==> src/rtl/pipe_adder_pkg.sv <==
// Shared constants and helpers for the pipelined adder/subtractor.
// Defaults match a 32-bit datapath split into four 8-bit chunks.
package pipe_adder_pkg;

    localparam int DEF_WIDTH  = 32;
    localparam int DEF_STAGES = 4;

    function automatic int chunk_width(input int width, input int stages);
        return width / stages;
    endfunction

    function automatic bit width_ok(input int width, input int stages);
        return (stages >= 1) && (stages <= width) && ((width % stages) == 0);
    endfunction

endpackage

==> src/rtl/pipe_adder_stage.sv <==
// One CW-bit chunk of the ripple pipeline: registered partial sum, carry and valid.
// Latency 1 cycle; holds everything when en is low (PIPE_ADDER_OVF_EN adds ovf).
module pipe_adder_stage #(
    parameter int CW = 8
) (
    input  logic          clk,
    input  logic          rst_n,
    input  logic          en,
    input  logic          in_vld,
    input  logic [CW-1:0] a,
    input  logic [CW-1:0] b,
    input  logic          c_in,
    output logic [CW-1:0] sum,
    output logic          c,
`ifdef PIPE_ADDER_OVF_EN
    output logic          ovf,
`endif
    output logic          vld
);

    logic [CW:0] full;

    assign full = {1'b0, a} + {1'b0, b} + {{CW{1'b0}}, c_in};

    // Data only loads with a valid operation, so bubbles leave the registers untouched.
    always_ff @(posedge clk or negedge rst_n) begin
        if (!rst_n) begin
            vld <= 1'b0;
            sum <= '0;
            c   <= 1'b0;
        end else if (en) begin
            vld <= in_vld;
            if (in_vld) begin
                sum <= full[CW-1:0];
                c   <= full[CW];
            end
        end
    end

`ifdef PIPE_ADDER_OVF_EN
    // Carry into the MSB is recovered as a^b^sum at that bit.
    always_ff @(posedge clk or negedge rst_n) begin
        if (!rst_n) begin
            ovf <= 1'b0;
        end else if (en && in_vld) begin
            ovf <= full[CW] ^ (a[CW-1] ^ b[CW-1] ^ full[CW-1]);
        end
    end
`endif

endmodule

==> src/rtl/pipe_adder.sv <==
// Pipelined WIDTH-bit add/sub, one CW chunk per stage; latency STAGES, one op per cycle.
// Global stall: in_ready_out = out_ready_in | ~out_valid_out; ovf_out with PIPE_ADDER_OVF_EN.
module pipe_adder
    import pipe_adder_pkg::*;
#(
    parameter int WIDTH  = DEF_WIDTH,
    parameter int STAGES = DEF_STAGES
) (
    input  logic             clk_in,
    input  logic             rst_n_in,
    input  logic             in_valid_in,
    output logic             in_ready_out,
    input  logic [WIDTH-1:0] a_in,
    input  logic [WIDTH-1:0] b_in,
    input  logic             sub_in,
    output logic             out_valid_out,
    input  logic             out_ready_in,
    output logic [WIDTH-1:0] sum_out,
`ifdef PIPE_ADDER_OVF_EN
    output logic             ovf_out,
`endif
    output logic             c_out
);

    localparam int CW = chunk_width(WIDTH, STAGES);

    if (!width_ok(WIDTH, STAGES)) begin : g_bad_cfg
        $error("pipe_adder: WIDTH must be a multiple of STAGES and STAGES in 1..WIDTH");
    end

    logic             en;
    logic [WIDTH-1:0] a_k  [STAGES];
    logic [WIDTH-1:0] b_k  [STAGES];
    logic [WIDTH-1:0] lo_k [STAGES];
    logic             c_k  [STAGES];
    logic             v_k  [STAGES];
    logic [WIDTH-1:0] a_q  [STAGES];
    logic [WIDTH-1:0] b_q  [STAGES];
    logic [WIDTH-1:0] lo_q [STAGES];
    logic [CW-1:0]    st_sum [STAGES];
    logic             st_c   [STAGES];
    logic             st_v   [STAGES];
`ifdef PIPE_ADDER_OVF_EN
    logic             st_ovf [STAGES];
`endif

    assign en           = out_ready_in | ~out_valid_out;
    assign in_ready_out = en;

    for (genvar k = 0; k < STAGES; k++) begin : g_stage
        // a_k/b_k hold the not-yet-consumed operand chunks shifted down so chunk k sits at bit 0;
        // lo_k collects the finished lower result chunks travelling alongside.
        if (k == 0) begin : g_entry
            assign a_k[k]  = a_in;
            assign b_k[k]  = b_in ^ {WIDTH{sub_in}};
            assign c_k[k]  = sub_in;
            assign v_k[k]  = in_valid_in;
            assign lo_k[k] = '0;
        end else begin : g_link
            assign a_k[k]  = a_q[k-1];
            assign b_k[k]  = b_q[k-1];
            assign c_k[k]  = st_c[k-1];
            assign v_k[k]  = st_v[k-1];
            assign lo_k[k] = lo_q[k-1] | (WIDTH'(st_sum[k-1]) << ((k - 1) * CW));
        end

        if (k < STAGES - 1) begin : g_skew
            always_ff @(posedge clk_in or negedge rst_n_in) begin
                if (!rst_n_in) begin
                    a_q[k] <= '0;
                    b_q[k] <= '0;
                end else if (en && v_k[k]) begin
                    a_q[k] <= a_k[k] >> CW;
                    b_q[k] <= b_k[k] >> CW;
                end
            end
        end

        always_ff @(posedge clk_in or negedge rst_n_in) begin
            if (!rst_n_in) begin
                lo_q[k] <= '0;
            end else if (en && v_k[k]) begin
                lo_q[k] <= lo_k[k];
            end
        end

        pipe_adder_stage #(.CW(CW)) u_stage (
            .clk    (clk_in),
            .rst_n  (rst_n_in),
            .en     (en),
            .in_vld (v_k[k]),
            .a      (a_k[k][CW-1:0]),
            .b      (b_k[k][CW-1:0]),
            .c_in   (c_k[k]),
            .sum    (st_sum[k]),
            .c      (st_c[k]),
`ifdef PIPE_ADDER_OVF_EN
            .ovf    (st_ovf[k]),
`endif
            .vld    (st_v[k])
        );
    end

    assign sum_out       = lo_q[STAGES-1] | (WIDTH'(st_sum[STAGES-1]) << ((STAGES - 1) * CW));
    assign c_out         = st_c[STAGES-1];
    assign out_valid_out = st_v[STAGES-1];
`ifdef PIPE_ADDER_OVF_EN
    assign ovf_out       = st_ovf[STAGES-1];
`endif

endmodule

==> config.mk <==
export PLATFORM = sky130hd
export DESIGN_NAME = pipe_adder
export DESIGN_NICKNAME = d
export VERILOG_FILES = /design/src/rtl/pipe_adder_pkg.sv /design/src/rtl/pipe_adder_stage.sv /design/src/rtl/pipe_adder.sv
export SDC_FILE = /design/constraint.sdc
export NUM_CORES = 1
export LEC_CHECK = 0
export CAP_MARGIN = 20
export CORE_MARGIN = 1.5
export CORE_UTILIZATION = 36
export CTS_BUF_LIST = sky130_fd_sc_hd__clkbuf_16
export DETAILED_ROUTE_END_ITERATION = 7
export GPL_ROUTABILITY_DRIVEN = 0
export GPL_TIMING_DRIVEN = 0
export HOLD_SLACK_MARGIN = 0.02
export PLACE_DENSITY = 0.61
export SETUP_SLACK_MARGIN = 0.2
export SYNTH_ARGS = -nofsm -noshare
export SYNTH_HDL_FRONTEND = slang
export SYNTH_SLANG_ARGS = --single-unit
==> constraint.sdc <==
create_clock -name clk_in -period 4.6 [get_ports clk_in]
set_input_delay 0.69 -clock clk_in [delete_from_list [all_inputs] [get_ports clk_in]]
set_output_delay 0.69 -clock clk_in [all_outputs]
set_load 0.05 [all_outputs]
==> flow_metrics.tcl <==
set metrics [dict create \
    status "finished clean" \
    cts_hold_buf 0 \
    synth_top_area_cell "dfrtp_1" \
    syn_nets 755 \
    drt-total-wl_um 16660 \
    slew_headroom 0.6019 \
    synth_most_common_cell "dfrtp_1" \
    area_growth_pct 24.05 \
    htree_levels 4 \
    fin_area_um2 10250 \
    die_y_um 154.5 \
    path_clk_slew_ns 0.07 \
    cap_violations 0 \
    crit_family "buffers and inverters" \
    n_fill_cell 2110 \
    grt_pass1_wl_um 27280 \
    vias 5174 \
    fmax_mhz 292.7 \
    finalHoldViolations 0 \
    holdCritPathClass "in2async" \
    rows 55 \
    grt_overflow_total 0 \
    synth_cell_types 40 \
    dieArea_um2 23860 \
    cts_resized 0 \
    synth-seq-cells 184 \
    power.leakage_uw 0.004471 \
    drt_first_iter_violations 253 \
    ys_seq_area_frac 0.5574 \
    layout.cells.non_filler 1071 \
    worst_pin_slew_ns 0.5971 \
    grt_setup_unrepaired "no" \
    arrival_ns 2.73 \
    grt_pass1_vias 5221 \
    maxSlewViolCount 0 \
    antenna_found_initial 0 \
    fin_skew_ns 0.01040 \
    yosys-top-cells-area "dfrtp_1 (56%), mux2_2 (17%), ha_1 (4.2%), o21ai_0 (3.9%), xnor2_1 (3.0%)" \
    grt_usage 0.1468 \
    wire_per_inst_um 15.55 \
    cts_tree "done" \
    drive_above_1_share 0.2379 \
    path_common_cell "clkdlybuf4s50_1" \
    worstPathMaxFanout 10 \
    multi_input_area_um2 3451 \
    core_area_um2 22570 \
    power_uw 7413 \
    worstSkewPairLatency_ns 0.43 \
    worstSetupPathType "in2out" \
    post-route-min-period_ns 3.417 \
    setup_violations 0 \
    cp_cell_sequence "clkdlybuf4s50_1 -> nand2b_4 -> clkbuf_1 -> clkdlybuf4s50_1" \
    dpl-instance-area_um2 9671 \
    die_x_um 154.5 \
    synth_top_cell_area_share 0.5574 \
    synth_ff_type "dfrtp_1" \
    synth-edff-count 0 \
    place_inst 1039 \
    cts_setup_buffers 0 \
    cts_buffers 17 \
    synth_common_cells "dfrtp_1 (184), mux2_2 (124), o21ai_0 (64)" \
    drc 0 \
    hpwl_um 12710 \
    root_buffer "clkbuf_16" \
    crit_buf_inv 3 \
    setup_tns_ns 0 \
    grt_max_degree 109 \
    irDropWorstVdd_mv 0.2520 \
    via_per_inst 4.831 \
    avgSynthCellArea_um2 12.69 \
    async_flop_share 1.000 \
    cts_sinks 184 \
    slowest_delay_ns 0.92 \
    port-buffer-count 102 \
    diodes 0 \
    cts_buffer_depth 2 \
    start_util 0.3660 \
    setup_slack_ns 1.183 \
    pre_cts_ws_ns 1.163 \
    required_ns 3.91 \
    seq_area_um2 4604 \
    cp-end-kind "output pin" \
    powerDensity_nw_per_um2 723.4 \
    post-route-period-util 0.7428 \
    ff2ff_setup_slack_ns 2.19 \
    drtAntennaViolNets 0 \
    first_pass_iters 6 \
    pin_count 104 \
    netlist_area_um2 8260 \
    start_kind "input pin" \
    synthCells 651 \
    crit_slowest_cell "clkdlybuf4s50_1" \
    layout.nets 877 \
    yosys_warnings 0 \
]
[worst paths after layout]
path                                                  startpoint                                    end  cells after the start
setup / recovery                                    out_ready_in                           in_ready_out                      4
max in group asynchronous                               rst_n_in                   lo_q[34]$_DFFE_PN0P_                      2
hold / removal                                          rst_n_in                    a_k[82]$_DFFE_PN0P_                      1
min in group clk_in        g_stage[2].u_stage.sum[0]$_DFFE_PN0P_  g_stage[2].u_stage.sum[0]$_DFFE_PN0P_                      2
hold reg to reg            g_stage[2].u_stage.sum[0]$_DFFE_PN0P_  g_stage[2].u_stage.sum[0]$_DFFE_PN0P_                      2
setup reg to reg                             a_k[64]$_DFFE_PN0P_  g_stage[1].u_stage.sum[6]$_DFFE_PN0P_                      7
[per-stage QoR]
stage	util	hold WS, ns
CTS	0.4540	0.2524
floorplan	-	0.3944
detailed placement	0.4284	0.4703
global placement	0.4270	0.4627
finish	0.4540	0.2278
global route	0.4540	0.2614
[cells in the final DEF, fill, tap and decap left out, types with 4 or more instances in the layout]
master	count
a211oi_1	7
a21o_1	4
a21oi_1	19
a31oi_1	5
and2_1	4
buf_2	20
clkbuf_1	6
clkbuf_16	17
clkdlybuf4s50_1	101
clkinv_4	4
dfrtp_1	184
fa_1	7
ha_1	28
inv_1	13
inv_8	6
mux2_2	124
nand2_1	60
nand2b_1	8
nor2_1	11
o21a_1	5
o21ai_0	64
o31ai_1	7
xnor2_1	28
xor2_1	17
[power by group]
part / internal (µW) / leakage [µW] / switching (µW) / total, µW
registers: 2340 / 0.00222 / 439 / 2780
clock network: 725 / 0.000279 / 687 / 1410
logic: 1500 / 0.00197 / 1720 / 3220
total: 4570 / 0.00447 / 2840 / 7410
[registers in the layout (all words and copies together) (netlist names)]
name	flops
a_k	48
b_k	48
g_stage.u_stage.c	4
g_stage.u_stage.sum	32
g_stage.u_stage.vld	4
lo_q	48
[cell type report]
class                      count  share of cell area
clock buffer                  17             0.04151
sequential                   184              0.4493
tap                          285             0.03480
multi-input combinational    424              0.3368
timing repair buffer         103              0.1028
buffer                        30             0.01526
clock inverter                15             0.01477
inverter                      13            0.004762
[cells by family (layout without fill, tap and decap cells)]
logic type / Yosys count / count (layout) / synth area share
adder cells (fa/ha/maj): 35 / 35 / 0.05938
buffers and inverters: 43 / 178 / 0.02484
AO/OA/AOI/OAI: 124 / 124 / 0.08876
XOR/XNOR: 45 / 45 / 0.04771
flip-flops: 184 / 184 / 0.5574
multiplexers: 125 / 125 / 0.1707
AND/OR/NAND/NOR: 95 / 95 / 0.05120
[per-layer routing]
metal,share of wire,wire (µm),GRT usage
met5,0,0,0
met4,0.016,266,0.04899
met3,0.028,469,0.02438
met2,0.45,7574,0.2287
met1,0.50,8346,0.2087
No activity file was read; power rests on OpenSTA's default activity.
